--- src/rtl/download_mem_arbiter.sv ---
// download_mem_arbiter: buffers ROM-loader byte writes in a small FIFO tagged with their
// region, and arbitrates one shared memory port between those writes and a runtime reader.
// Optional feature macro: DOWNLOAD_CHECKSUM_EN (16-bit running sum of accepted bytes).
module download_mem_arbiter #(
   parameter int unsigned FIFO_DEPTH = 8,
   parameter int unsigned ADDR_WIDTH = 26
) (
   input  logic                  clk,
   input  logic                  reset,
   input  logic                  wr_8bit,
   input  logic [ADDR_WIDTH-1:0] addr_8bit,
   input  logic [7:0]            data_8bit,
   input  logic                  image_download,
   input  logic                  mask_config_download,
   input  logic                  rom_download,
   output logic                  ioctl_wait,
   output logic                  overflow,
   input  logic                  rd_req,
   input  logic [1:0]            rd_region,
   input  logic [ADDR_WIDTH-1:0] rd_addr,
   output logic                  rd_ack,
   output logic [7:0]            rd_data,
   output logic                  mem_req,
   output logic                  mem_we,
   output logic [1:0]            mem_region,
   output logic [ADDR_WIDTH-1:0] mem_addr,
   output logic [7:0]            mem_wdata,
   input  logic                  mem_ack,
   input  logic [7:0]            mem_rdata,
   output logic [15:0]           checksum
);

   localparam int unsigned PW = $clog2(FIFO_DEPTH);
   localparam int unsigned CW = $clog2(FIFO_DEPTH + 1);
   localparam int unsigned EW = ADDR_WIDTH + 10;

   localparam logic [PW-1:0] PtrOne    = PW'(1);
   localparam logic [CW-1:0] CntOne    = CW'(1);
   localparam logic [CW-1:0] FullCount = CW'(FIFO_DEPTH);
   // Two entries of headroom: the loader may already have a byte pair in flight.
   localparam logic [CW-1:0] WaitLevel = CW'(FIFO_DEPTH - 2);

   localparam logic [1:0] StIdle  = 2'd0;
   localparam logic [1:0] StWrite = 2'd1;
   localparam logic [1:0] StRead  = 2'd2;

   logic [EW-1:0] fifo_mem [FIFO_DEPTH];
   logic [PW-1:0] wr_ptr_q, rd_ptr_q;
   logic [CW-1:0] count_q, count_d;
   logic [1:0]    state_q;
   logic          last_read_q;

   logic          any_flag, push_req, push_ok, fifo_empty, fifo_full;
   logic          grant_write, grant_read;
   logic [1:0]    wr_region;
   logic [EW-1:0] head;

   // Region tag with image > mask > ROM priority
   always_comb begin
      wr_region = 2'd0;
      if (image_download)            wr_region = 2'd0;
      else if (mask_config_download) wr_region = 2'd1;
      else if (rom_download)         wr_region = 2'd2;
   end

   assign any_flag   = image_download | mask_config_download | rom_download;
   assign push_req   = wr_8bit & any_flag;
   assign fifo_empty = (count_q == '0);
   assign fifo_full  = (count_q == FullCount);
   assign head       = fifo_mem[rd_ptr_q];
   // A pop in the same cycle frees the slot, so a push into a full FIFO is still accepted
   assign push_ok    = push_req & (~fifo_full | grant_write);

   // Round-robin grant decision, only evaluated while idle
   always_comb begin
      grant_write = 1'b0;
      grant_read  = 1'b0;
      if (state_q == StIdle) begin
         if (!fifo_empty && rd_req) begin
            grant_write = last_read_q;
            grant_read  = ~last_read_q;
         end else if (!fifo_empty) begin
            grant_write = 1'b1;
         end else if (rd_req) begin
            grant_read = 1'b1;
         end
      end
   end

   // Next FIFO occupancy
   always_comb begin
      count_d = count_q;
      case ({push_ok, grant_write})
         2'b10:   count_d = count_q + CntOne;
         2'b01:   count_d = count_q - CntOne;
         default: count_d = count_q;
      endcase
   end

   // FIFO storage; contents are discarded on reset by clearing the pointers
   always_ff @(posedge clk) begin
      if (push_ok) fifo_mem[wr_ptr_q] <= {wr_region, addr_8bit, data_8bit};
   end

   // FIFO pointers, occupancy, backpressure and sticky overflow
   always_ff @(posedge clk) begin
      if (reset) begin
         wr_ptr_q   <= '0;
         rd_ptr_q   <= '0;
         count_q    <= '0;
         ioctl_wait <= 1'b0;
         overflow   <= 1'b0;
      end else begin
         if (push_ok)     wr_ptr_q <= wr_ptr_q + PtrOne;
         if (grant_write) rd_ptr_q <= rd_ptr_q + PtrOne;
         count_q    <= count_d;
         ioctl_wait <= (count_d >= WaitLevel);
         if (push_req && fifo_full && !grant_write) overflow <= 1'b1;
      end
   end

   // Memory port FSM: latch a grant, hold the request until mem_ack, then return to idle
   always_ff @(posedge clk) begin
      if (reset) begin
         state_q     <= StIdle;
         last_read_q <= 1'b1;
         mem_req     <= 1'b0;
         mem_we      <= 1'b0;
         mem_region  <= 2'd0;
         mem_addr    <= '0;
         mem_wdata   <= 8'h00;
         rd_ack      <= 1'b0;
         rd_data     <= 8'h00;
      end else begin
         rd_ack <= 1'b0;
         case (state_q)
            StIdle: begin
               if (grant_write) begin
                  state_q    <= StWrite;
                  mem_req    <= 1'b1;
                  mem_we     <= 1'b1;
                  mem_region <= head[EW-1 -: 2];
                  mem_addr   <= head[ADDR_WIDTH+7:8];
                  mem_wdata  <= head[7:0];
               end else if (grant_read) begin
                  state_q    <= StRead;
                  mem_req    <= 1'b1;
                  mem_we     <= 1'b0;
                  mem_region <= rd_region;
                  mem_addr   <= rd_addr;
                  mem_wdata  <= 8'h00;
               end
            end
            StWrite: begin
               if (mem_ack) begin
                  state_q     <= StIdle;
                  mem_req     <= 1'b0;
                  last_read_q <= 1'b0;
               end
            end
            StRead: begin
               if (mem_ack) begin
                  state_q     <= StIdle;
                  mem_req     <= 1'b0;
                  last_read_q <= 1'b1;
                  rd_data     <= mem_rdata;
                  rd_ack      <= 1'b1;
               end
            end
            default: begin
               state_q <= StIdle;
               mem_req <= 1'b0;
            end
         endcase
      end
   end

`ifdef DOWNLOAD_CHECKSUM_EN
   logic        flags_any_q;
   logic [15:0] checksum_q;

   // Running sum of accepted bytes, restarted when a new download begins
   always_ff @(posedge clk) begin
      if (reset) begin
         flags_any_q <= 1'b0;
         checksum_q  <= 16'h0000;
      end else begin
         flags_any_q <= any_flag;
         if (any_flag && !flags_any_q) begin
            checksum_q <= push_ok ? {8'h00, data_8bit} : 16'h0000;
         end else if (push_ok) begin
            checksum_q <= checksum_q + {8'h00, data_8bit};
         end
      end
   end

   assign checksum = checksum_q;
`else
   assign checksum = 16'h0000;
`endif

endmodule
--- config.mk ---
export PLATFORM = sky130hd
export DESIGN_NAME = download_mem_arbiter
export DESIGN_NICKNAME = d
export VERILOG_FILES = /design/src/rtl/download_mem_arbiter.sv
export SDC_FILE = /design/constraint.sdc
export NUM_CORES = 1
export LEC_CHECK = 0
export BUFFER_PORTS_ARGS = -buffer_cell sky130_fd_sc_hd__buf_2
export CORE_UTILIZATION = 55
export CTS_CLUSTER_DIAMETER = 100
export DETAILED_ROUTE_END_ITERATION = 16
export PLACE_DENSITY = 0.75
export SLEW_MARGIN = 40
export SYNTH_ARGS = -nofsm -noshare
export SYNTH_HDL_FRONTEND = slang
export SYNTH_SLANG_ARGS = --single-unit
--- constraint.sdc ---
create_clock -name clk -period 7.7 [get_ports clk]
set_clock_uncertainty 0.15 [all_clocks]
set_input_delay 1.925 -clock clk [delete_from_list [all_inputs] [get_ports clk]]
set_output_delay 1.925 -clock clk [all_outputs]
set_load 0.03 [all_outputs]
=== Yosys cells after proc, flatten, opt, wreduce, memory -nomap -nowiden ===
Memories as Yosys holds them, arrays and structs flattened. A register that Yosys moved wholly into a read port is not among the register bits.
Index checks and enable logic that the tools add are counted.

* Flip-flop bits (word level): 62
* Memory bits (writable): 288
* Bits of input ports: 78
* Output and inout port bits: 65
* Word-level logic and storage cells: 86
* Memories kept: 1

{| class="wikitable"
|+ Memory list
! name !! words !! width !! read ports !! clocked after memory_dff !! wr ports !! RTL line !! RTL
|-
| fifo_mem || 8 || 36 || 1 || 1 || 1 || 47 || <nowiki>logic [EW-1:0] fifo_mem [FIFO_DEPTH];</nowiki>
|}

* $add $sub $neg: 4
* Order comparisons: 1
* Eq/ne operators: 9
* Multiplexer cells: 34
* Bitwise operators: 8
* Reduce and logical (&&, ||, !) cells: 15

{| class="wikitable"
|+ Operator list
! operator !! count
|-
| $mux W26 || 2
|-
| $mux W1 || 16
|-
| $mux W2 || 8
|-
| $mux W8 || 2
|-
| $pmux W4 S2 || 1
|-
| $add A3 B1 Y3 const B || 2
|-
| $mux W3 || 2
|-
| $reduce_and A2 Y1 || 3
|-
| $add A4 B1 Y4 const B || 1
|-
| $eq A2 B1 Y1 const B || 2
|-
| $eq A2 B2 Y1 const B || 2
|-
| $eq A4 B4 Y1 const B || 1
|-
| $ge A4 B3 Y1 const B || 1
|-
| $logic_not A4 Y1 || 1
|-
| $ne A2 B2 Y1 const B || 2
|-
| $pmux W1 S2 || 2
|-
| $pmux W2 S2 || 1
|-
| $reduce_bool A2 Y1 || 2
|-
| $reduce_or A2 Y1 || 2
|-
| $sub A4 B1 Y4 const B || 1
|-
| $logic_and A1 B1 Y1 || 3
|-
| $ne A3 B3 Y1 const B || 1
|-
| $not A1 Y1 || 3
|-
| $or A1 B1 Y1 || 3
|-
| 5 further kinds || 7
|}

=== Longest topological paths before layout ===
Gate-level depths: netlist of the first run.

* Depth after elaboration: 10
* Depth in mapped cells: 12
* Depth with buffers taken out: 11

=== Worst setup path after synthesis of the first run ===
OpenSTA, ideal clock, no wires.

* Path kind: input -> register
* Start: input port rd_req
* End: memory fifo_mem[0][0] (netlist bit) (enable)
* Library setup time: 520 ps
* Arrival: 6064 ps
* Required time: 7030 ps
* Setup slack: 966 ps
* Stages: 5
* Buffers on the path: 1
* Cell sequence: nor2b_1 > clkbuf_1 > nor2_1 > o21ai_1 > nor4_1

* Longest elaborated chain between the ends: 7

{| class="wikitable"
|+ RTL lines
! element !! RTL line !! RTL
|-
| start: declaration || 18 || <nowiki>input logic rd_req,</nowiki>
|-
| $logic_and A1 B1 Y1 || 79 || <nowiki>if (!fifo_empty && rd_req) begin</nowiki>
|-
| $mux W1 || 79 ||
|-
| $mux W1 || 78 || <nowiki>if (state_q == StIdle) begin</nowiki>
|-
| $or A1 B1 Y1 || 72 || <nowiki>assign push_ok = push_req & (~fifo_full | grant_write);</nowiki>
|-
| $and A1 B1 Y1 || 72 ||
|-
| $mux W1 || 102 || <nowiki>if (push_ok) fifo_mem[wr_ptr_q] <= {wr_region, addr_8bit, data_8bit};</nowiki>
|-
| $mux W1 (not written as such) || 102 ||
|-
| end: declaration || 47 ||
|}

No other way between the ends.

=== Final worst setup path of the first run ===
* Start: input port mask_config_download
* End: register ioctl_wait

* Longest elaborated chain between the ends: 7

{| class="wikitable"
|+ RTL lines
! element !! RTL line !! RTL
|-
| start: declaration || 14 || <nowiki>input logic mask_config_download,</nowiki>
|-
| $or A1 B1 Y1 * (2 in series) || 66 || <nowiki>assign any_flag = image_download | mask_config_download | rom_download;</nowiki>
|-
| $and A1 B1 Y1 * || 67 || <nowiki>assign push_req = wr_8bit & any_flag;</nowiki>
|-
| $and A1 B1 Y1 * || 72 ||
|-
| $eq A2 B1 Y1 or $eq A2 B2 Y1 (tied branches) || 93 || <nowiki>case ({push_ok, grant_write})</nowiki>
|-
| $pmux W4 S2 * || 93 ||
|-
| $ge A4 B3 Y1 * || 117 || <nowiki>ioctl_wait <= (count_d >= WaitLevel);</nowiki>
|-
| end signal: assignment || 117 ||
|-
| end: declaration || 16 || <nowiki>output logic ioctl_wait,</nowiki>
|}

Mark *: on every way between the ends. The rest lies on a longest branch, timed or not.
A chain may end at the register's enable or synchronous reset.

==> results of run 1 <==
-- worst paths after layout --
kind                        startpoint              end  slack, ps  depth (start not counted)
hold / removal              rd_data[5]       rd_data[5]        310                          2
setup reg to reg            state_q[0]  fifo_mem[5][10]       4190                          9
setup / recovery  mask_config_download       ioctl_wait       3630                          9
hold reg to reg             rd_data[5]       rd_data[5]        310                          2
-- layout make-up --
class | instances | area share, %
timing repair buffer | 146 | 5.287
clock buffer | 51 | 6.177
clock inverter | 12 | 0.5186
sequential | 353 | 61.61
multi-input combinational | 399 | 23.69
tap | 330 | 2.554
inverter | 7 | 0.1626
-- metal layers --
metal	vias up	wire, um	track usage [%]
met1	3760	11540	29.27
met3	43	1556	3.754
met4	2	607	6.904
met5	-	13	0
met2	287	13550	35.66
li1	3385	-	-
-- sequential cells by signal, indices dropped and copies added, names as in the netlist, 2 cells and up, named ones only --
signal / count
mem_addr: 26
mem_wdata: 8
fifo_mem: 288
state_q: 2
count_q: 4
rd_ptr_q: 3
rd_data: 8
wr_ptr_q: 3
mem_region: 2
-- Yosys cell counts, types with 2 or more instances --
cell / number
sky130_fd_sc_hd__xnor2_1: 3
sky130_fd_sc_hd__a211oi_2: 20
sky130_fd_sc_hd__nor4_1: 4
sky130_fd_sc_hd__edfxtp_1: 288
sky130_fd_sc_hd__nor2b_1: 4
sky130_fd_sc_hd__or3_1: 2
sky130_fd_sc_hd__nor3_2: 21
sky130_fd_sc_hd__nand2b_1: 5
sky130_fd_sc_hd__a21oi_1: 25
sky130_fd_sc_hd__mux4_2: 72
sky130_fd_sc_hd__a32oi_1: 2
sky130_fd_sc_hd__nand3_1: 2
sky130_fd_sc_hd__buf_4: 21
sky130_fd_sc_hd__xor2_1: 3
sky130_fd_sc_hd__clkbuf_1: 15
sky130_fd_sc_hd__and2_1: 2
sky130_fd_sc_hd__dfxtp_1: 65
sky130_fd_sc_hd__a211oi_1: 10
sky130_fd_sc_hd__o21ai_0: 3
sky130_fd_sc_hd__nand2_1: 25
sky130_fd_sc_hd__nor3_1: 18
sky130_fd_sc_hd__buf_8: 2
sky130_fd_sc_hd__buf_6: 3
sky130_fd_sc_hd__o31ai_1: 2
sky130_fd_sc_hd__inv_1: 7
sky130_fd_sc_hd__buf_1: 6
sky130_fd_sc_hd__buf_2: 13
sky130_fd_sc_hd__ha_1: 7
sky130_fd_sc_hd__nor2_1: 96
sky130_fd_sc_hd__mux2i_1: 37
-- cell families (layout without fill, tap and decap cells) --
kind of cell               Yosys count  in the layout  synth area share (%)
muxes                              109            109                 14.18
xor gates and xnor gates             6              6                0.3743
AOI/OAI and AO/OA                   74             74                 4.303
other                                1             16               0.02670
DFF                                353            353                 70.85
buffers and inverters               67            216                 2.789
and+or+nand+nor                    186            186                 6.709
adders and majority gates            8              8                0.7662
-- power by group through the flow --
stage               registers [mW]  logic [mW]  clock network [mW]
finish                        2.33        1.49                1.61
CTS                           2.33        1.51                1.64
detailed placement            2.37        1.50                   0
floorplan                     2.50        1.01                   0
global route                  2.35        1.62                1.71
global placement              2.36        1.45                   0
-- metrics by stage --
step,utilization [%],worst slack (ps),power (mW)
finish,64.38,3633,5.435
global route,64.38,3467,5.692
CTS,64.34,3662,5.488
detailed placement,60.03,3119,3.869
global placement,59.56,2988,3.817
floorplan,-,966.1,3.510
-- worst max-delay path: stages --
cell                      delay, ps
sky130_fd_sc_hd__buf_2          120
sky130_fd_sc_hd__o31a_1         420
sky130_fd_sc_hd__nor4_2         550
sky130_fd_sc_hd__ha_1           370
sky130_fd_sc_hd__a21oi_1        230
sky130_fd_sc_hd__a21oi_1        120
sky130_fd_sc_hd__a32oi_1        240
sky130_fd_sc_hd__nand3_1        140
sky130_fd_sc_hd__a41o_1         210
==> report_table.html, run 1 <==
<table>
<tr><th>Metric</th><th>Value</th></tr>
<tr><th colspan="2">Layout</th></tr>
<tr><td>Area taken by flip-flops and latches</td><td>approximately 10000 um2</td></tr>
<tr><td>Area of the multi-input gates</td><td>3830 um2</td></tr>
<tr><td>Most used cells in the layout excluding fill and tap cells</td><td>sky130_fd_sc_hd__edfxtp_1, sky130_fd_sc_hd__buf_2, sky130_fd_sc_hd__nor2_1</td></tr>
<tr><td>Diodes inserted</td><td>0</td></tr>
<tr><td>Final non-filler cell total</td><td>1,298</td></tr>
<tr><td>Filler cells</td><td>1,790</td></tr>
<tr><td>Growth of design area from synthesis to finish</td><td>15.10%</td></tr>
<tr><td>Nets</td><td>approximately 1,000</td></tr>
<tr><td>Post-route standard cell area excluding fillers</td><td>16,160 um2</td></tr>
<tr><td>Proportion of layout cells with a drive suffix above 1</td><td>33.47%</td></tr>
<tr><td>Most common cell after layout, fill and taps aside</td><td>sky130_fd_sc_hd__edfxtp_1</td></tr>
<tr><th colspan="2">Setup path</th></tr>
<tr><td>Setup crit end kind</td><td>register</td></tr>
<tr><td>Top fanout value on the critical path</td><td>8</td></tr>
<tr><td>Worst Setup Start Kind</td><td>primary input</td></tr>
<tr><td>Endpoint required time on the critical path</td><td>7950 ps</td></tr>
<tr><td>Kind of critical path</td><td>in2reg</td></tr>
<tr><td>Data arrival, critical path</td><td>about 4300 ps</td></tr>
<tr><th colspan="2">GRT</th></tr>
<tr><td>Wire length of the first global-routing pass</td><td>42,390 um</td></tr>
<tr><td>Overall overflow remaining after global route</td><td>0</td></tr>
<tr><td>Initial antenna violation count</td><td>1</td></tr>
<tr><td>Via count of the first global-routing pass</td><td>7,594</td></tr>
<tr><td>Largest net degree at the start of global routing</td><td>73</td></tr>
<tr><td>Overall track demand over capacity in global routing</td><td>21.53%</td></tr>
<tr><th colspan="2">Floorplanning</th></tr>
<tr><td>I/O pins</td><td>between 100 and 150</td></tr>
<tr><td>Die outline area</td><td>approximately 26,000 um2</td></tr>
<tr><td>DIE HEIGHT</td><td>161.8 um</td></tr>
<tr><td>Die X</td><td>approximately 160 um</td></tr>
<tr><td>Standard-cell row count</td><td>58</td></tr>
<tr><td>Core Box Area</td><td>around 25,000 um2</td></tr>
<tr><td>Initial core utilization</td><td>55.93%</td></tr>
<tr><th colspan="2">Placed design</th></tr>
<tr><td>Cell Count Post-Placement</td><td>about 1,200</td></tr>
<tr><td>Gp weighted congestion</td><td>0.7628</td></tr>
<tr><td>PortBufs</td><td>between 100 and 150</td></tr>
<tr><td>Post-detailed-placement half-perimeter wirelength</td><td>approximately 16,000 um</td></tr>
<tr><td>Total placed instance area</td><td>15,070 um2</td></tr>
<tr><th colspan="2">Detailed routing</th></tr>
<tr><td>Final wirelength</td><td>27,260 um</td></tr>
<tr><td>1st-iter DRT viols</td><td>slightly above 600</td></tr>
<tr><td>Remaining routing DRC violations</td><td>0</td></tr>
<tr><td>Detail-routed via count per cell</td><td>5.760</td></tr>
<tr><td>Per-cell routed wire length</td><td>21.00 um</td></tr>
<tr><td>Number of nets still failing antenna checks after routing</td><td>0</td></tr>
<tr><td>Vias post-DR</td><td>about 7,500</td></tr>
<tr><td>Detailed Routing Iterations Pass 1</td><td>8</td></tr>
<tr><th colspan="2">Timing</th></tr>
<tr><td>Total negative slack for setup checks</td><td>0 ps</td></tr>
<tr><td>Final Setup Violations</td><td>0</td></tr>
<tr><td>Period minus WS final</td><td>between 4000 and 5000 ps</td></tr>
<tr><td>Final-layout worst hold slack</td><td>about 310 ps</td></tr>
<tr><td>Relative slew margins</td><td>45.63%</td></tr>
<tr><td>Measured slew at the worst slew-check pin</td><td>~810 ps</td></tr>
<tr><td>Final number of max-transition violations</td><td>0</td></tr>
<tr><td>Post-route clock period utilization</td><td>52.82%</td></tr>
<tr><td>Hold Fails Final Rpt</td><td>0</td></tr>
<tr><td>RSZ-0062 raised after global routing</td><td>no</td></tr>
<tr><td>Upper clock frequency limit</td><td>~250 MHz</td></tr>
<tr><th colspan="2">CTS</th></tr>
<tr><td>Cell at the root of the clock tree</td><td>sky130_fd_sc_hd__clkbuf_16</td></tr>
<tr><td>Clock sinks</td><td>353</td></tr>
<tr><td>Post-CTS Resized</td><td>0</td></tr>
<tr><td>Clock slew at reported path FFs</td><td>60 ps</td></tr>
<tr><td>Count of H-tree levels built during CTS</td><td>2</td></tr>
<tr><td>Num CTS Buffers</td><td>36</td></tr>
<tr><td>Setup bufs post-CTS</td><td>0</td></tr>
<tr><td>Hold Buf Count CTS</td><td>0</td></tr>
<tr><td>Worst-Skew Late Latency</td><td>510 ps</td></tr>
<tr><td>CTS tree</td><td>yes</td></tr>
<tr><td>Number of buffers between clock root and the deepest sink</td><td>3</td></tr>
<tr><th colspan="2">Pwr</th></tr>
<tr><td>Fraction of power spent switching nets</td><td>31.20%</td></tr>
<tr><td>Worst IR Drop VDD</td><td>0.1781 mV</td></tr>
<tr><td>Cell Pwr Density</td><td>336.2 nW/um2</td></tr>
<tr><td>Register share of total power</td><td>roughly 43%</td></tr>
<tr><td>Int Power</td><td>3.739 mW</td></tr>
<tr><td>Proportion of power drawn by the clock network</td><td>29.7%</td></tr>
<tr><td>Static leakage</td><td>5.445 nW</td></tr>
<tr><td>Switching power of the nets</td><td>1.696 mW</td></tr>
<tr><td>Gate power share</td><td>roughly 28%</td></tr>
<tr><th colspan="2">Synth</th></tr>
<tr><td>Post-synthesis cell area</td><td>14,040 um2</td></tr>
<tr><td>Share of async-settable or async-resettable flops after synthesis</td><td>0%</td></tr>
<tr><td>Number of enable-type register cells in the synthesized netlist</td><td>288</td></tr>
<tr><td>Proportion of netlist area held by the largest area contributor</td><td>61.58%</td></tr>
<tr><td>Count of state elements after synthesis</td><td>around 350</td></tr>
<tr><td>Post-synthesis sequential area ratio</td><td>70.85%</td></tr>
<tr><td>Post-Synthesis Cells</td><td>~800</td></tr>
<tr><td>Average size of a mapped cell</td><td>17.47 um2</td></tr>
<tr><td>Distinct cell type count after synthesis</td><td>51</td></tr>
<tr><td>Cell type contributing the most total cell area after synthesis</td><td>sky130_fd_sc_hd__edfxtp_1</td></tr>
<tr><td>Largest cells by area after synthesis</td><td>sky130_fd_sc_hd__edfxtp_1, sky130_fd_sc_hd__mux4_2, sky130_fd_sc_hd__dfxtp_1</td></tr>
<tr><td>Yosys warns</td><td>0</td></tr>
<tr><td>Most used flip-flop cell after synthesis</td><td>sky130_fd_sc_hd__edfxtp_1</td></tr>
<tr><th colspan="2">Worst hold path</th></tr>
<tr><td>Min-delay worst type</td><td>reg2reg</td></tr>
<tr><th colspan="2">Run</th></tr>
<tr><td>Total of max-cap violations</td><td>0</td></tr>
<tr><th colspan="2">Run status</th></tr>
<tr><td>Result of the run</td><td>finished, final reports clean</td></tr>
</table>
Power figures use the tool's default switching activity.
==> run 2, diff against run 1 <==
clock period = 3.85 ns   (was 7.7 ns; I/O delays follow)
==> run 2 against run 1 <==
Register-to-register slack worse by 3700 ps. Die area unchanged. Sequential power up 100%. Critical endpoint unchanged. Power up 110%. Flip-flop and latch count unchanged. Final area up 0.99%. First-iteration DRC count down 24%. Critical path depth up 2. Worst setup slack worse by 3100 ps. Non-clock buffer count up 8. Via count up 0.33%. Clock-buffer cell count down 3.
==> report_table.html, run 2 (synthesis results as in run 1) <==
<table>
<tr><th>Metric</th><th>Value</th></tr>
<tr><th colspan="2">Detailed routing</th></tr>
<tr><td>Remaining routing DRC violations</td><td>0</td></tr>
<tr><td>Final wirelength</td><td>27,630 um</td></tr>
<tr><td>Detailed Routing Iterations Pass 1</td><td>5</td></tr>
<tr><td>Per-cell routed wire length</td><td>21.14 um</td></tr>
<tr><td>1st-iter DRT viols</td><td>459</td></tr>
<tr><td>Number of nets still failing antenna checks after routing</td><td>0</td></tr>
<tr><td>Vias post-DR</td><td>7,502</td></tr>
<tr><td>Detail-routed via count per cell</td><td>5.740</td></tr>
<tr><th colspan="2">Setup path</th></tr>
<tr><td>Top fanout value on the critical path</td><td>10</td></tr>
<tr><td>Worst Setup Start Kind</td><td>register</td></tr>
<tr><td>Data arrival, critical path</td><td>3640 ps</td></tr>
<tr><td>Kind of critical path</td><td>reg2reg</td></tr>
<tr><td>Setup crit end kind</td><td>register</td></tr>
<tr><td>Endpoint required time on the critical path</td><td>4140 ps</td></tr>
<tr><th colspan="2">Layout</th></tr>
<tr><td>Growth of design area from synthesis to finish</td><td>16.24%</td></tr>
<tr><td>Most common cell after layout, fill and taps aside</td><td>sky130_fd_sc_hd__edfxtp_1</td></tr>
<tr><td>Final non-filler cell total</td><td>1,307</td></tr>
<tr><td>Top register by number of flip-flops</td><td>fifo_mem</td></tr>
<tr><td>Fraction of the core area covered by cells at the end of the flow</td><td>65.01%</td></tr>
<tr><td>Largest registers</td><td>fifo_mem: 288 flops, mem_addr: 26 flops</td></tr>
<tr><td>Proportion of layout cells with a drive suffix above 1</td><td>34.70%</td></tr>
<tr><td>Diodes inserted</td><td>0</td></tr>
<tr><td>Most used cells in the layout excluding fill and tap cells</td><td>sky130_fd_sc_hd__edfxtp_1, sky130_fd_sc_hd__buf_2, sky130_fd_sc_hd__nor2_1</td></tr>
<tr><td>Filler cells</td><td>around 1,700</td></tr>
<tr><td>Nets</td><td>1,037</td></tr>
<tr><td>Flip-flop count of the largest register, all copies and words added</td><td>288</td></tr>
<tr><th colspan="2">Floorplanning</th></tr>
<tr><td>Standard-cell row count</td><td>58</td></tr>
<tr><td>Die X</td><td>161.8 um</td></tr>
<tr><td>DIE HEIGHT</td><td>~160 um</td></tr>
<tr><td>Die outline area</td><td>26,180 um2</td></tr>
<tr><td>Initial core utilization</td><td>55.93%</td></tr>
<tr><td>Core Box Area</td><td>roughly 25,000 um2</td></tr>
<tr><td>I/O pins</td><td>143</td></tr>
<tr><th colspan="2">CTS</th></tr>
<tr><td>Clock slew at reported path FFs</td><td>~60 ps</td></tr>
<tr><td>Cell at the root of the clock tree</td><td>sky130_fd_sc_hd__clkbuf_16</td></tr>
<tr><td>Setup bufs post-CTS</td><td>0</td></tr>
<tr><td>Clock sinks</td><td>353</td></tr>
<tr><td>Num CTS Buffers</td><td>36</td></tr>
<tr><td>Hold Buf Count CTS</td><td>0</td></tr>
<tr><td>Post-CTS Resized</td><td>0</td></tr>
<tr><td>CTS tree</td><td>yes</td></tr>
<tr><td>Number of buffers between clock root and the deepest sink</td><td>3</td></tr>
<tr><td>Worst-Skew Late Latency</td><td>520 ps</td></tr>
<tr><td>Count of H-tree levels built during CTS</td><td>2</td></tr>
<tr><th colspan="2">Pwr</th></tr>
<tr><td>Int Power</td><td>7.767 mW</td></tr>
<tr><td>Worst IR Drop VDD</td><td>0.4538 mV</td></tr>
<tr><td>Cell Pwr Density</td><td>684.2 nW/um2</td></tr>
<tr><td>Fraction of power spent switching nets</td><td>30.46%</td></tr>
<tr><td>Static leakage</td><td>approximately 5.5 nW</td></tr>
<tr><td>Total power</td><td>approximately 11 mW</td></tr>
<tr><td>Proportion of power drawn by the clock network</td><td>31.7%</td></tr>
<tr><td>Register share of total power</td><td>42.3%</td></tr>
<tr><td>Gate power share</td><td>26.1%</td></tr>
<tr><td>Switching power of the nets</td><td>3.402 mW</td></tr>
<tr><th colspan="2">Timing</th></tr>
<tr><td>Final-layout worst hold slack</td><td>308.0 ps</td></tr>
<tr><td>Measured slew at the worst slew-check pin</td><td>717.3 ps</td></tr>
<tr><td>RSZ-0062 raised after global routing</td><td>no</td></tr>
<tr><td>Post-route clock period utilization</td><td>86.82%</td></tr>
<tr><td>Period minus WS final</td><td>3342 ps</td></tr>
<tr><td>Upper clock frequency limit</td><td>299.2 MHz</td></tr>
<tr><td>Total negative slack for setup checks</td><td>0 ps</td></tr>
<tr><td>Relative slew margins</td><td>51.81%</td></tr>
<tr><td>Final Setup Violations</td><td>0</td></tr>
<tr><td>Final number of max-transition violations</td><td>0</td></tr>
<tr><td>Hold Fails Final Rpt</td><td>0</td></tr>
<tr><th colspan="2">Run</th></tr>
<tr><td>Total of max-cap violations</td><td>0</td></tr>
<tr><th colspan="2">Placed design</th></tr>
<tr><td>PortBufs</td><td>126</td></tr>
<tr><td>Gp weighted congestion</td><td>just over 0.8</td></tr>
<tr><td>Cell Count Post-Placement</td><td>1,243</td></tr>
<tr><td>Post-detailed-placement half-perimeter wirelength</td><td>16,880 um</td></tr>
<tr><th colspan="2">GRT</th></tr>
<tr><td>Largest net degree at the start of global routing</td><td>38</td></tr>
<tr><td>Overall overflow remaining after global route</td><td>0</td></tr>
<tr><td>Wire length of the first global-routing pass</td><td>42,630 um</td></tr>
<tr><td>Overall track demand over capacity in global routing</td><td>21.67%</td></tr>
<tr><td>Via count of the first global-routing pass</td><td>7,502</td></tr>
<tr><td>Initial antenna violation count</td><td>0</td></tr>
<tr><th colspan="2">Worst hold path</th></tr>
<tr><td>Min-delay worst type</td><td>reg2reg</td></tr>
<tr><th colspan="2">Run status</th></tr>
<tr><td>Result of the run</td><td>finished, final reports clean</td></tr>
</table>
==> run 2: changes by cell type in the layout (fill, tap and decap cells not counted), moves of 2 or more <==
cell                        change
sky130_fd_sc_hd__buf_12         +3
sky130_fd_sc_hd__buf_16         -2
sky130_fd_sc_hd__buf_4         +13
sky130_fd_sc_hd__buf_6          -3
sky130_fd_sc_hd__buf_8          -3
sky130_fd_sc_hd__bufinv_16      +4
sky130_fd_sc_hd__clkbuf_1       -3
sky130_fd_sc_hd__clkinv_1       -4
sky130_fd_sc_hd__clkinv_2       +4
sky130_fd_sc_hd__inv_6          -2
==> run 2: worst paths after layout <==
check | slack (ps) | start | endpoint | depth (start not counted)
setup / recovery | 510 | state_q[0] | ioctl_wait | 11
hold / removal | 310 | rd_data[5] | rd_data[5] | 2
setup reg to reg | 510 | state_q[0] | ioctl_wait | 11
hold reg to reg | 310 | rd_data[5] | rd_data[5] | 2
==> run 2: critical path: stages (launching register included) <==
cell and delay (ps):
sky130_fd_sc_hd__dfxtp_1 320, sky130_fd_sc_hd__inv_1 100, sky130_fd_sc_hd__ha_1 460, sky130_fd_sc_hd__inv_1 230, sky130_fd_sc_hd__nor4_2 590, sky130_fd_sc_hd__inv_1 120, sky130_fd_sc_hd__fa_1 400, sky130_fd_sc_hd__xor2_1 170
sky130_fd_sc_hd__a211oi_1 280, sky130_fd_sc_hd__a22oi_1 130, sky130_fd_sc_hd__o31ai_1 130, sky130_fd_sc_hd__a41o_1 200
==> run 2: final cells by class <==
cell class              instances  area [um2]  area share (%)
clock buffers                  48       998.5           6.116
clock inverters                16       215.2           1.318
inverters                       7       26.28          0.1610
multi-input cells             399        3835           23.49
flip-flops and latches        353        9958           61.00
well taps                     330       412.9           2.529
repair buffers                154       878.3           5.381
==> run 2: power groups by stage <==
| stage | clock network (mW) | registers (mW) | logic (mW) |
|---|---|---|---|
| floorplan | 0 | 4.99 | 2.03 |
| global placement | 0 | 4.79 | 2.89 |
| detailed placement | 0 | 4.81 | 2.94 |
| CTS | 3.60 | 4.73 | 2.95 |
| global route | 3.75 | 4.77 | 3.16 |
| finish | 3.54 | 4.72 | 2.91 |
==> run 2: per-layer routing <==
metal | vias to the layer above | track usage (%) | part of all wire [%]
li1 | 3392 | - | -
met1 | 3781 | 30.48 | 43
met2 | 280 | 35.62 | 49
met3 | 49 | 3.447 | 5.8
met4 | 0 | 5.617 | 1.9
met5 | - | 0 | 0
==> run 2: metrics by stage <==
| step | instance area, um2 | setup slack [ps] |
|---|---|---|
| after floorplan | 14120 | -967.1 |
| after global placement | 15100 | 392.1 |
| after detailed placement | 15110 | 279.2 |
| after CTS | 16320 | 529.8 |
| after global routing | 16320 | 204.0 |
| final | 16320 | 507.6 |
==> run 3, diff against run 2 <==
PLACE_DENSITY = 0.78   (was 0.75)
==> run 3 against run 2 <==
Power shrank 0.77%. Critical path type unchanged. Maximum frequency is 9.6% higher. Highest routed layer is now met5. Critical endpoint is now fifo_mem[4][16]. Sequential power hardly changed. Hold slack lost 5.5 ps. Wire length increased by 3.1%. Clock-buffer cell count down 1. Utilization decreased by 0.11 points. Worst setup slack gained 290 ps.
==> report_table.html, run 3 (synthesis results as in run 1) <==
<table>
<tr><th>Metric</th><th>Value</th></tr>
<tr><th colspan="2">Detailed routing</th></tr>
<tr><td>Detailed Routing Iterations Pass 1</td><td>5</td></tr>
<tr><td>Detail-routed via count per cell</td><td>just under 6</td></tr>
<tr><td>1st-iter DRT viols</td><td>660</td></tr>
<tr><td>Final wirelength</td><td>roughly 28,000 um</td></tr>
<tr><td>Remaining routing DRC violations</td><td>0</td></tr>
<tr><td>Vias post-DR</td><td>7,557</td></tr>
<tr><td>Per-cell routed wire length</td><td>21.78 um</td></tr>
<tr><td>Number of nets still failing antenna checks after routing</td><td>0</td></tr>
<tr><th colspan="2">Timing</th></tr>
<tr><td>Final-layout worst hold slack</td><td>about 300 ps</td></tr>
<tr><td>Relative slew margins</td><td>45.88%</td></tr>
<tr><td>RSZ-0062 raised after global routing</td><td>no</td></tr>
<tr><td>Post-route clock period utilization</td><td>79.23%</td></tr>
<tr><td>Least setup slack across all paths after layout</td><td>between 700 and 800 ps</td></tr>
<tr><td>Period minus WS final</td><td>~3100 ps</td></tr>
<tr><td>Final number of max-transition violations</td><td>0</td></tr>
<tr><td>Measured slew at the worst slew-check pin</td><td>808.7 ps</td></tr>
<tr><td>Total negative slack for setup checks</td><td>0 ps</td></tr>
<tr><td>Hold Fails Final Rpt</td><td>0</td></tr>
<tr><td>Final Setup Violations</td><td>0</td></tr>
<tr><td>Upper clock frequency limit</td><td>327.8 MHz</td></tr>
<tr><th colspan="2">CTS</th></tr>
<tr><td>Num CTS Buffers</td><td>36</td></tr>
<tr><td>Hold Buf Count CTS</td><td>0</td></tr>
<tr><td>Worst-Skew Late Latency</td><td>520 ps</td></tr>
<tr><td>Setup bufs post-CTS</td><td>0</td></tr>
<tr><td>CTS tree</td><td>yes</td></tr>
<tr><td>Clock sinks</td><td>approximately 350</td></tr>
<tr><td>Clock slew at reported path FFs</td><td>60 ps</td></tr>
<tr><td>Cell at the root of the clock tree</td><td>sky130_fd_sc_hd__clkbuf_16</td></tr>
<tr><td>Number of buffers between clock root and the deepest sink</td><td>3</td></tr>
<tr><td>Count of H-tree levels built during CTS</td><td>2</td></tr>
<tr><td>Post-CTS Resized</td><td>0</td></tr>
<tr><th colspan="2">Pwr</th></tr>
<tr><td>Switching power of the nets</td><td>3.434 mW</td></tr>
<tr><td>Total power</td><td>11.08 mW</td></tr>
<tr><td>Static leakage</td><td>5.512 nW</td></tr>
<tr><td>Gate power share</td><td>26.9%</td></tr>
<tr><td>Proportion of power drawn by the clock network</td><td>30.7%</td></tr>
<tr><td>Register share of total power</td><td>42.4%</td></tr>
<tr><td>Int Power</td><td>between 7 and 8 mW</td></tr>
<tr><td>Cell Pwr Density</td><td>680.1 nW/um2</td></tr>
<tr><td>Fraction of power spent switching nets</td><td>30.98%</td></tr>
<tr><td>Worst IR Drop VDD</td><td>around 0.43 mV</td></tr>
<tr><th colspan="2">Layout</th></tr>
<tr><td>Most used cells in the layout excluding fill and tap cells</td><td>sky130_fd_sc_hd__edfxtp_1, sky130_fd_sc_hd__buf_2, sky130_fd_sc_hd__nor2_1</td></tr>
<tr><td>Most common cell after layout, fill and taps aside</td><td>sky130_fd_sc_hd__edfxtp_1</td></tr>
<tr><td>Flip-flop count of the largest register, all copies and words added</td><td>288</td></tr>
<tr><td>Proportion of layout cells with a drive suffix above 1</td><td>34.15%</td></tr>
<tr><td>Top register by number of flip-flops</td><td>fifo_mem</td></tr>
<tr><td>Diodes inserted</td><td>0</td></tr>
<tr><td>Nets</td><td>1,036</td></tr>
<tr><td>Post-route standard cell area excluding fillers</td><td>roughly 16,000 um2</td></tr>
<tr><td>Largest registers</td><td>fifo_mem: 288 flops, mem_addr: 26 flops</td></tr>
<tr><td>Filler cells</td><td>1,712</td></tr>
<tr><td>Fraction of the core area covered by cells at the end of the flow</td><td>64.90%</td></tr>
<tr><td>Growth of design area from synthesis to finish</td><td>16.05%</td></tr>
<tr><td>Final non-filler cell total</td><td>~1,300</td></tr>
<tr><th colspan="2">Worst hold path</th></tr>
<tr><td>Min-delay worst type</td><td>reg2reg</td></tr>
<tr><th colspan="2">GRT</th></tr>
<tr><td>Initial antenna violation count</td><td>1</td></tr>
<tr><td>Via count of the first global-routing pass</td><td>between 7,000 and 8,000</td></tr>
<tr><td>Wire length of the first global-routing pass</td><td>between 40,000 and 50,000 um</td></tr>
<tr><td>Largest net degree at the start of global routing</td><td>50</td></tr>
<tr><td>Overall track demand over capacity in global routing</td><td>a little under a quarter</td></tr>
<tr><td>Overall overflow remaining after global route</td><td>0</td></tr>
<tr><th colspan="2">Setup path</th></tr>
<tr><td>Depth of the worst register-to-register path</td><td>9</td></tr>
<tr><td>Critical Path Source</td><td>state_q[0]</td></tr>
<tr><td>Source of the worst register-to-register timing path</td><td>state_q[0]</td></tr>
<tr><td>Endpoint of the worst register-to-register path</td><td>fifo_mem[4][16]</td></tr>
<tr><td>Top fanout value on the critical path</td><td>18</td></tr>
<tr><td>Endpoint required time on the critical path</td><td>3880 ps</td></tr>
<tr><td>Data arrival, critical path</td><td>3080 ps</td></tr>
<tr><td>Kind of critical path</td><td>reg2reg</td></tr>
<tr><td>Setup crit end kind</td><td>register</td></tr>
<tr><td>Flop2flop setup slack</td><td>800 ps</td></tr>
<tr><td>Critical Path Sink</td><td>fifo_mem[4][16]</td></tr>
<tr><td>Worst Setup Start Kind</td><td>register</td></tr>
<tr><th colspan="2">Floorplanning</th></tr>
<tr><td>I/O pins</td><td>143</td></tr>
<tr><td>Die X</td><td>161.8 um</td></tr>
<tr><td>Standard-cell row count</td><td>58</td></tr>
<tr><td>Initial core utilization</td><td>a little under three fifths</td></tr>
<tr><td>DIE HEIGHT</td><td>161.8 um</td></tr>
<tr><td>Die outline area</td><td>26,180 um2</td></tr>
<tr><td>Core Box Area</td><td>roughly 25,000 um2</td></tr>
<tr><th colspan="2">Placed design</th></tr>
<tr><td>Post-placement worst setup slack</td><td>468.1 ps</td></tr>
<tr><td>Total placed instance area</td><td>15,120 um2</td></tr>
<tr><td>PortBufs</td><td>126</td></tr>
<tr><td>Gp weighted congestion</td><td>0.7822</td></tr>
<tr><td>Post-detailed-placement half-perimeter wirelength</td><td>~17,000 um</td></tr>
<tr><td>Cell Count Post-Placement</td><td>1,242</td></tr>
<tr><th colspan="2">Run</th></tr>
<tr><td>Total of max-cap violations</td><td>0</td></tr>
<tr><th colspan="2">Run status</th></tr>
<tr><td>Result of the run</td><td>finished, final reports clean</td></tr>
</table>
==> run 3: worst max-delay path, cell delays in order, from the launching register on <==
cell                      delay, ps
sky130_fd_sc_hd__dfxtp_1        320
sky130_fd_sc_hd__inv_1          100
sky130_fd_sc_hd__ha_1           450
sky130_fd_sc_hd__inv_1          250
sky130_fd_sc_hd__nor2_1         280
sky130_fd_sc_hd__o21ai_1        110
sky130_fd_sc_hd__buf_4          190
sky130_fd_sc_hd__or2_2          390
sky130_fd_sc_hd__nor3_4         160
sky130_fd_sc_hd__buf_4          310
==> run 3: power groups by stage <==
stage | logic, mW | registers [mW] | clock network (mW)
after detailed placement | 2.99 | 4.77 | 0
final | 2.98 | 4.70 | 3.41
after floorplan | 2.03 | 4.99 | 0
after CTS | 3.01 | 4.70 | 3.46
after global placement | 2.91 | 4.76 | 0
after global routing | 3.25 | 4.74 | 3.61
==> run 3: per-layer routing <==
metal  GRT usage [%]  wire, um  vias to the layer above
met1           30.51     11690                     3784
met4           6.647       493                        2
met5               0        10                        -
met2           38.28     14060                      330
met3           4.162      2230                       37
li1                -         -                     3404
==> run 3: worst min-delay path by stage <==
stage                      from          end  depth (start not counted)
detailed placement   rd_data[1]   rd_data[1]                          2
finish               rd_data[5]   rd_data[5]                          2
global placement     rd_data[0]   rd_data[0]                          2
global route         rd_data[7]   rd_data[7]                          2
floorplan           last_read_q  last_read_q                          1
CTS                  rd_data[1]   rd_data[1]                          2
==> run 3: cell type report <==
class / count / area [um2] / share of cell area (%)
Clock inverter: 19 / 171.4 / 1.052
Timing Repair Buffer: 153 / 895.9 / 5.497
Clock buffer: 47 / 994.7 / 6.104
Tap cell: 330 / 412.9 / 2.534
Inverter: 7 / 26.28 / 0.1612
Multi-Input combinational cell: 399 / 3837 / 23.55
Sequential cell: 353 / 9958 / 61.11
